<file path="config.mk">
export PLATFORM = sky130hd
export DESIGN_NAME = victim_sel
export DESIGN_NICKNAME = d
export VERILOG_FILES = /design/src/rtl/victim_sel.sv
export SDC_FILE = /design/constraint.sdc
export NUM_CORES = 1
export LEC_CHECK = 0
export CORE_MARGIN = 8
export CORE_UTILIZATION = 48
export CTS_BUF_LIST = sky130_fd_sc_hd__clkbuf_4 sky130_fd_sc_hd__clkbuf_8
export CTS_CLUSTER_DIAMETER = 120
export DETAILED_ROUTE_END_ITERATION = 12
export GPL_ROUTABILITY_DRIVEN = 0
export MAX_ROUTING_LAYER = met4
export PLACE_DENSITY = 0.82
export SETUP_SLACK_MARGIN = 0.02
export SLEW_MARGIN = 15
export SYNTH_ARGS = -nofsm -noshare
export SYNTH_HDL_FRONTEND = slang
export SYNTH_SLANG_ARGS = --single-unit
export TNS_END_PERCENT = 100
</file>
<file path="constraint.sdc">
create_clock -name clk -period 2.1 [get_ports clk]
set_input_delay 0.42 -clock clk [delete_from_list [all_inputs] [get_ports clk]]
set_output_delay 0.42 -clock clk [all_outputs]
set_load 0.05 [all_outputs]
</file>
<file path="src/rtl/victim_sel.sv">
// Replacement-victim selector: decodes the per-set PLRU tree into a victim way and runs a writeback handshake for dirty victims.
// Optional feature macro: VICTIM_INVALID_FIRST_EN (when defined, an invalid way is chosen ahead of the PLRU decode).
module victim_sel #(
  parameter int IDX_W = 13,
  parameter int WAYS  = 4
) (
  input  logic             clk,
  input  logic             reset,
  input  logic             miss_req,
  input  logic [IDX_W-1:0] miss_idx,
  output logic             miss_rdy,
  output logic [IDX_W-1:0] lru_ra,
  input  logic [2:0]       lru_rd,
  input  logic [WAYS-1:0]  vld_rd,
  input  logic [WAYS-1:0]  dty_rd,
  output logic             wb_req,
  output logic [IDX_W-1:0] wb_idx,
  output logic [WAYS-1:0]  wb_way,
  input  logic             wb_ack,
  output logic             victim_vld,
  output logic [WAYS-1:0]  victim_way,
  output logic [15:0]      wb_cnt
);

  typedef enum logic [2:0] {
    S_IDLE   = 3'd0,
    S_LOOKUP = 3'd1,
    S_DECIDE = 3'd2,
    S_WB     = 3'd3,
    S_DONE   = 3'd4
  } state_t;

  state_t           state_q, state_d;
  logic [IDX_W-1:0] idx_q, idx_d;
  logic [2:0]       lru_q, lru_d;
  logic [WAYS-1:0]  vld_q, vld_d;
  logic [WAYS-1:0]  dty_q, dty_d;
  logic [WAYS-1:0]  victim_q, victim_d;
  logic [IDX_W-1:0] wb_idx_q, wb_idx_d;
  logic [WAYS-1:0]  wb_way_q, wb_way_d;
  logic [15:0]      wb_cnt_q, wb_cnt_d;

  logic [WAYS-1:0]  plru_way;
  logic [WAYS-1:0]  sel_way;
  logic             sel_dirty;

  // b2 points away from the most recently used half; b1/b0 pick within that half.
  always_comb begin
    plru_way = '0;
    if (!lru_q[2]) plru_way = lru_q[1] ? 4'b0100 : 4'b1000;
    else           plru_way = lru_q[0] ? 4'b0001 : 4'b0010;
  end

`ifdef VICTIM_INVALID_FIRST_EN
  // Descending scan so the lowest-numbered invalid way wins.
  always_comb begin
    sel_way = plru_way;
    for (int i = WAYS - 1; i >= 0; i--) begin
      if (!vld_q[i]) begin
        sel_way    = '0;
        sel_way[i] = 1'b1;
      end
    end
  end
`else
  assign sel_way = plru_way;
`endif

  assign sel_dirty = |(sel_way & vld_q & dty_q);

  always_ff @(posedge clk) begin
    if (reset) begin
      state_q  <= S_IDLE;
      idx_q    <= '0;
      lru_q    <= '0;
      vld_q    <= '0;
      dty_q    <= '0;
      victim_q <= '0;
      wb_idx_q <= '0;
      wb_way_q <= '0;
      wb_cnt_q <= '0;
    end else begin
      state_q  <= state_d;
      idx_q    <= idx_d;
      lru_q    <= lru_d;
      vld_q    <= vld_d;
      dty_q    <= dty_d;
      victim_q <= victim_d;
      wb_idx_q <= wb_idx_d;
      wb_way_q <= wb_way_d;
      wb_cnt_q <= wb_cnt_d;
    end
  end

  always_comb begin
    state_d  = state_q;
    idx_d    = idx_q;
    lru_d    = lru_q;
    vld_d    = vld_q;
    dty_d    = dty_q;
    victim_d = victim_q;
    wb_idx_d = wb_idx_q;
    wb_way_d = wb_way_q;
    wb_cnt_d = wb_cnt_q;
    unique case (state_q)
      S_IDLE: begin
        if (miss_req) begin
          idx_d   = miss_idx;
          state_d = S_LOOKUP;
        end
      end
      S_LOOKUP: begin
        lru_d   = lru_rd;
        vld_d   = vld_rd;
        dty_d   = dty_rd;
        state_d = S_DECIDE;
      end
      S_DECIDE: begin
        victim_d = sel_way;
        if (sel_dirty) begin
          wb_idx_d = idx_q;
          wb_way_d = sel_way;
          if (wb_cnt_q != 16'hFFFF) wb_cnt_d = wb_cnt_q + 16'd1;
          state_d  = S_WB;
        end else begin
          state_d  = S_DONE;
        end
      end
      S_WB: begin
        if (wb_ack) state_d = S_DONE;
      end
      S_DONE:  state_d = S_IDLE;
      default: state_d = S_IDLE;
    endcase
  end

  assign miss_rdy   = (state_q == S_IDLE);
  assign lru_ra     = idx_q;
  assign wb_req     = (state_q == S_WB);
  assign wb_idx     = wb_idx_q;
  assign wb_way     = wb_way_q;
  assign victim_vld = (state_q == S_DONE);
  assign victim_way = victim_q;
  assign wb_cnt     = wb_cnt_q;

endmodule

</file>
==> flow_metrics.py, run 1 <==
metrics = {
    "status": {
        "outcome": "finished clean",
    },
    "detailed_routing": {
        "drc": 0,
        "first_iter_violations": 156,
        "vias": 2461,
        "antenna_left": 0,
        "wl_per_cell_um": 15.3,
        "totalWireLength_mm": 6.96,
        "dr.pass1.iters": 4,
        "viasPerCell": 5.40,
    },
    "power_and_ir_drop": {
        "clkPwrFrac_pct": 36.8,
        "seqPwrFrac_pct": 49.5,
        "internal_power_mw": 1.86,
        "power_density_nw_per_um2": 685,
        "combPwrFrac_pct": 13.6,
        "p_sw_mw": 0.727,
        "ir_drop_mv": 0.477,
        "netSwitchingFraction_pct": 28.1,
        "power_leakage_nw": 1.53,
    },
    "floorplanning": {
        "dieArea_sq_um": 8190,
        "io-pin-count": 81,
        "initial_core_util_pct": 49.0,
        "die_y_um": 90.5,
        "row_count": 27,
        "core_area_sq_um": 5440,
        "die_w_um": 90.5,
    },
    "setup_path": {
        "cp_top_family": "buffers and inverters",
        "cp_cell_sequence": "clkdlybuf4s50_1",
        "start_kind": "flip-flop",
        "crit_buf_inv": 1,
        "cp_max_fo": 7,
        "end_kind": "output port",
        "slowest_stage": "clkdlybuf4s50_1",
        "cp_data_arrival_time_ns": 1.60,
        "cpPeakStageDelay_ns": 0.84,
        "cp_data_required_time_ns": 1.68,
        "critPathKind": "reg2out",
    },
    "synthesis": {
        "ys_seq_elements": 64,
        "yosysSeqAreaShare_pct": 48.1,
        "synthTopCellsByArea": "dfxtp_1 (48%), mux2i_1 (11%), nand2_1 (6.1%)",
        "synth_top_area_share_pct": 48.1,
        "synth_top_area_cell": "dfxtp_1",
        "syn-mean-instance-area_sq_um": 9.03,
        "ys_types": 37,
        "synthCells": 295,
        "synth_nets": 324,
        "yosysWarningCount": 0,
        "syn_area_sq_um": 2660,
    },
    "cts": {
        "cts_buffer_depth": 2,
        "post_cts_buffers": 0,
        "cts_tree": "done",
        "htree_levels": 3,
        "cts.sinks": 64,
        "cts_hold_buf": 0,
        "cts-root-buf": "clkbuf_8",
        "cts.clk_slew.worst_paths_ns": 0.07,
        "cts_buffers": 9,
        "clock_latency_ns": 0.34,
    },
    "finish": {
        "n_fill_cell": 431,
        "antenna_cells": 0,
        "syn2layout_area_growth_pct": 41.8,
        "drive_gt1_share_pct": 10.7,
        "layout.nets": 408,
    },
    "sta": {
        "fmaxAchievable_mhz": 495,
        "final_max_slew_viol_count": 0,
        "whs_ns": 0.350,
        "grt_setup_unrepaired": "false",
        "hold_violations": 0,
        "final.setup.worst_slack_ns": 0.0791,
        "finalSetupViolations": 0,
        "period_share_pct": 96.2,
        "worst_pin_slew_ns": 0.541,
        "finalSetupTns_ns": 0,
        "min_period_ns": 2.02,
        "skew_ns": 0.00392,
        "maxSlewHeadroom_pct": 63.8,
    },
    "grt": {
        "grt_max_degree": 32,
        "grt_pass1_vias": 2384,
        "overflow": 0,
        "grt_pass1_wl_mm": 11.4,
        "grt_antenna_before_repair": 0,
        "gr-usage-all-layers_pct": 17.2,
    },
    "placement": {
        "dpl.hpwl_mm": 4.90,
        "pre_cts_ws_ns": 0.167,
        "portBuffers": 80,
    },
    "run": {
        "drv_cap": 0,
    },
    "hold_path": {
        "holdCritPathClass": "in2reg",
    },
}
area by class of cell:
cell class | count | area (sq um) | share of cell area (%)
multi-input cells | 214 | 1330 | 35.1
inverters | 1 | 3.75 | 0.0994
clock buffers | 10 | 138 | 3.64
clock inverters | 6 | 43.8 | 1.16
well taps | 72 | 90.1 | 2.38
repair buffers | 89 | 893 | 23.7
flip-flops and latches | 64 | 1280 | 33.9
cell usage in the layout (no fill, tap or decap), types with 3 or more instances in the layout:
master	count
nand2_1	43
buf_4	10
o31ai_1	4
mux2i_1	29
and3_1	4
nor3_1	3
nand2b_1	3
nor2_1	32
clkbuf_8	10
clkdlybuf4s50_1	71
nor2b_1	3
or3_1	10
dfxtp_1	64
a21oi_1	32
or4_1	4
nand3_1	8
and4_1	3
nand4_1	6
o21ai_0	9
dlymetal6s2s_1	5
state kept, by name (all words and copies together) (netlist names), 4 cells and up:
name / cells
lru_ra: 13
dty_q: 4
wb_way: 4
victim_way: 4
wb_idx: 13
wb_cnt: 16
vld_q: 4
metal layers:
layer	vias to the layer above	wire length [um]	track usage, %
met5	-	0	-
met1	1165	3030	19.3
met4	0	115	6.52
met2	74	3380	27.0
li1	1213	-	-
met3	9	434	6.90
cell families (layout without fill, tap and decap cells):
| family | after synthesis | count (layout) | synth area share (%) |
|---|---|---|---|
| muxes | 30 | 30 | 11.3 |
| and+or+nand+nor | 131 | 132 | 25.2 |
| DFF | 64 | 64 | 48.1 |
| adders and majority gates | 1 | 1 | 0.470 |
| buffers and inverters | 18 | 106 | 3.10 |
| AOI/OAI and AO/OA | 51 | 51 | 11.8 |
worst paths after layout:
| path | start | end | slack (ns) | cells past startpoint |
|---|---|---|---|---|
| hold reg to reg | victim_way[0] | victim_way[0] | 0.46 | 2 |
| setup reg to reg | lru_q[2] | wb_cnt[12] | 0.21 | 5 |
| setup / recovery | wb_cnt[5] | wb_cnt[5] | 0.08 | 1 |
| hold / removal | reset | wb_cnt[6] | 0.35 | 2 |
metrics by stage:
stage	instance area, sq um	utilization [%]	power [mW]	cells
after floorplan	2670	-	1.52	295
after global placement	3570	65.7	1.65	439
after detailed placement	3570	65.7	1.66	439
after CTS	3750	69.0	2.62	455
after global routing	3780	69.5	2.70	456
final	3780	69.5	2.59	456
synthesized netlist by cell type:
cell	n
o31ai_1	4
buf_6	1
nand4b_1	1
ha_1	1
nor4b_1	1
nand2_1	43
nor2_1	32
nor2_8	1
nand2b_1	3
nor3b_1	2
and2_1	1
o21ai_0	9
a31oi_1	1
or3_1	10
dfxtp_1	64
o21ba_2	1
and2b_4	1
o221a_2	1
a22oi_4	2
nand4_1	6
nand3_1	8
nor3_1	4
inv_1	1
and3_1	4
a21oi_1	32
and3b_1	1
mux2i_1	29
and4_1	3
nor4_1	2
nor2b_1	3
clkbuf_1	12
o31a_1	1
buf_2	3
nand4_4	1
or4_1	4
buf_4	1
mux2_2	1
repair_timing:
item | CTS | global route
setup endpoints to repair | 0 | 8
gates resized for setup | 0 | 5
hold endpoints to repair | 0 | 0
power groups by stage:
stage / logic [mW] / clock network (mW) / registers [mW]
6_report: 0.352 / 0.954 / 1.28
2_1_floorplan: 0.149 / 0 / 1.37
4_1_cts: 0.351 / 0.987 / 1.28
5_1_grt: 0.377 / 1.04 / 1.29
3_3_place_gp: 0.344 / 0 / 1.31
3_5_place_dp: 0.349 / 0 / 1.31
Note: power is estimated with default switching activity, not from simulation.
==> run 2: changes to the inputs <==
--- a/config.mk
+++ b/config.mk
@@ -13,5 +13,5 @@
 export GPL_ROUTABILITY_DRIVEN = 0
 export MAX_ROUTING_LAYER = met4
-export PLACE_DENSITY = 0.82
+export PLACE_DENSITY = 0.81
 export SETUP_SLACK_MARGIN = 0.02
 export SLEW_MARGIN = 15
==> constraint.sdc (replaced) <==
create_clock -name clk -period 2.1 [get_ports clk]
set_input_delay 0.42 -clock clk [delete_from_list [all_inputs] [get_ports clk]]
set_output_delay 0.42 -clock clk [all_outputs]
set_load 0.02 [all_outputs]
==> flow_metrics.py, run 2 (synthesized netlist as in run 1, its figures left out) <==
metrics = {
    "status": {
        "outcome": "finished clean",
    },
    "grt": {
        "grt_antenna_before_repair": 0,
        "gr-usage-all-layers_pct": 16.5,
        "grt_use_met3_pct": 6.40,
        "met2_usage_pct": 25.2,
        "grt_pass1_vias": 2307,
        "gr-max-usage-layer": "met2",
        "overflow": 0,
        "grt_pass1_wl_mm": 10.9,
        "grt_use_met1_pct": 18.7,
        "grt_max_degree": 43,
    },
    "floorplanning": {
        "dieArea_sq_um": 8190,
        "core_area_sq_um": 5440,
        "die_y_um": 90.5,
        "row_count": 27,
        "initial_core_util_pct": 49.0,
        "io-pin-count": 81,
        "die_w_um": 90.5,
    },
    "sta": {
        "grt_setup_unrepaired": "false",
        "final.setup.worst_slack_ns": 0.120,
        "finalSetupTns_ns": 0,
        "fmaxAchievable_mhz": 505,
        "finalSetupViolations": 0,
        "worst_pin_slew_ns": 0.488,
        "hold_violations": 0,
        "skew_ns": 0.00533,
        "period_share_pct": 94.3,
        "final_max_slew_viol_count": 0,
        "maxSlewHeadroom_pct": 67.5,
        "min_period_ns": 1.98,
    },
    "cts": {
        "clock_latency_ns": 0.33,
        "cts_buffers": 9,
        "cts_hold_buf": 0,
        "cts_tree": "done",
        "cts-root-buf": "clkbuf_8",
        "cts.clk_slew.worst_paths_ns": 0.07,
        "post_cts_buffers": 0,
        "htree_levels": 3,
        "cts_buffer_depth": 2,
        "cts.sinks": 64,
    },
    "setup_path": {
        "slowest_stage": "clkdlybuf4s50_1",
        "critPathKind": "reg2out",
        "cp_max_fo": 15,
        "cpPeakStageDelay_ns": 0.60,
        "crit_buf_inv": 1,
        "cp_cell_sequence": "and3b_1, clkdlybuf4s50_1",
        "cp_data_required_time_ns": 1.68,
        "r2r_slack_ns": 0.19,
        "cp_data_arrival_time_ns": 1.56,
        "cp_top_family": "buffers and inverters",
        "end_kind": "output port",
        "start_kind": "flip-flop",
    },
    "detailed_routing": {
        "first_iter_violations": 115,
        "vias": 2453,
        "drc": 0,
        "antenna_left": 0,
        "viasPerCell": 5.39,
        "totalWireLength_mm": 6.70,
        "dr.pass1.iters": 4,
        "wl_per_cell_um": 14.7,
    },
    "placement": {
        "pre_cts_ws_ns": 0.183,
        "portBuffers": 80,
        "dpl.hpwl_mm": 4.71,
    },
    "power_and_ir_drop": {
        "ir_drop_mv": 0.506,
        "power_density_nw_per_um2": 706,
        "power_mw": 2.67,
        "power_leakage_nw": 1.46,
    },
    "run": {
        "drv_cap": 0,
    },
    "finish": {
        "drive_gt1_share_pct": 9.66,
        "mostFrequentLayoutCells": "clkdlybuf4s50_1 (78), dfxtp_1 (62), nand2_1 (43)",
        "antenna_cells": 0,
        "syn2layout_area_growth_pct": 41.7,
        "final_common_cell": "clkdlybuf4s50_1",
        "largest_reg_flops": 16,
        "layout.nets": 407,
    },
    "hold_path": {
        "holdCritPathClass": "reg2reg",
    },
}
[run 2: cell types whose count changed in the layout (fill, tap and decap cells not counted), moves of 2 or more]
cell	previous run	this run
clkdlybuf4s50_1	71	78
dlymetal6s2s_1	5	1
buf_4	10	7
clkbuf_4	0	2
clkinv_4	2	0
dfxtp_1	64	62
[run 2: metrics by stage]
| stage | instances | hold WS, ns | utilization (%) | cell area [sq um] |
|---|---|---|---|---|
| 6_report | 455 | 0.457 | 69.4 | 3770 |
| 4_1_cts | 454 | 0.456 | 69.1 | 3760 |
| 2_1_floorplan | 295 | 0.460 | - | 2660 |
| 5_1_grt | 455 | 0.482 | 69.4 | 3770 |
| 3_5_place_dp | 438 | 0.446 | 65.2 | 3550 |
| 3_3_place_gp | 438 | 0.448 | 65.2 | 3550 |
[run 2: cell type report]
cell class	instances	area, sq um
Fill cell	429	1660
Multi-Input combinational cell	214	1320
Sequential cell	64	1290
Timing Repair Buffer	88	871
Clock buffer	13	166
Tap cell	72	90.1
Clock inverter	3	40.0
Inverter	1	3.75
[run 2: worst paths after layout]
path                               startpoint  depth (start not counted)       endpoint
worst max-delay path               state_q[1]                          2         wb_req
worst min-delay path            victim_way[0]                          2  victim_way[0]
worst max register to register      wb_cnt[0]                          5     wb_cnt[12]
worst min register to register  victim_way[0]                          2  victim_way[0]
[run 2: worst min-delay path: cells and delay by family, from the launching register on]
kind | cells | cell delay, ns
compound gates | 1 | 0.05
simple gates | 1 | 0.05
flops | 1 | 0.31
[run 2: metal layers]
layer,up-vias,share of wire [%]
met5,-,0
met4,0,2.1
met3,14,7.7
met2,79,49
met1,1148,41
li1,1212,-
[run 2: where the power goes]
| part | switching, mW | internal, mW | total, mW |
|---|---|---|---|
| Clock | 0.452 | 0.636 | 1.09 |
| Sequential | 0.0319 | 1.25 | 1.28 |
| Combinational | 0.148 | 0.149 | 0.297 |
[run 2: what timing repair did]
item,CTS,global route
gates resized for setup,2,2
cloned,0,1
pin swaps,0,1
setup endpoints to repair,3,3
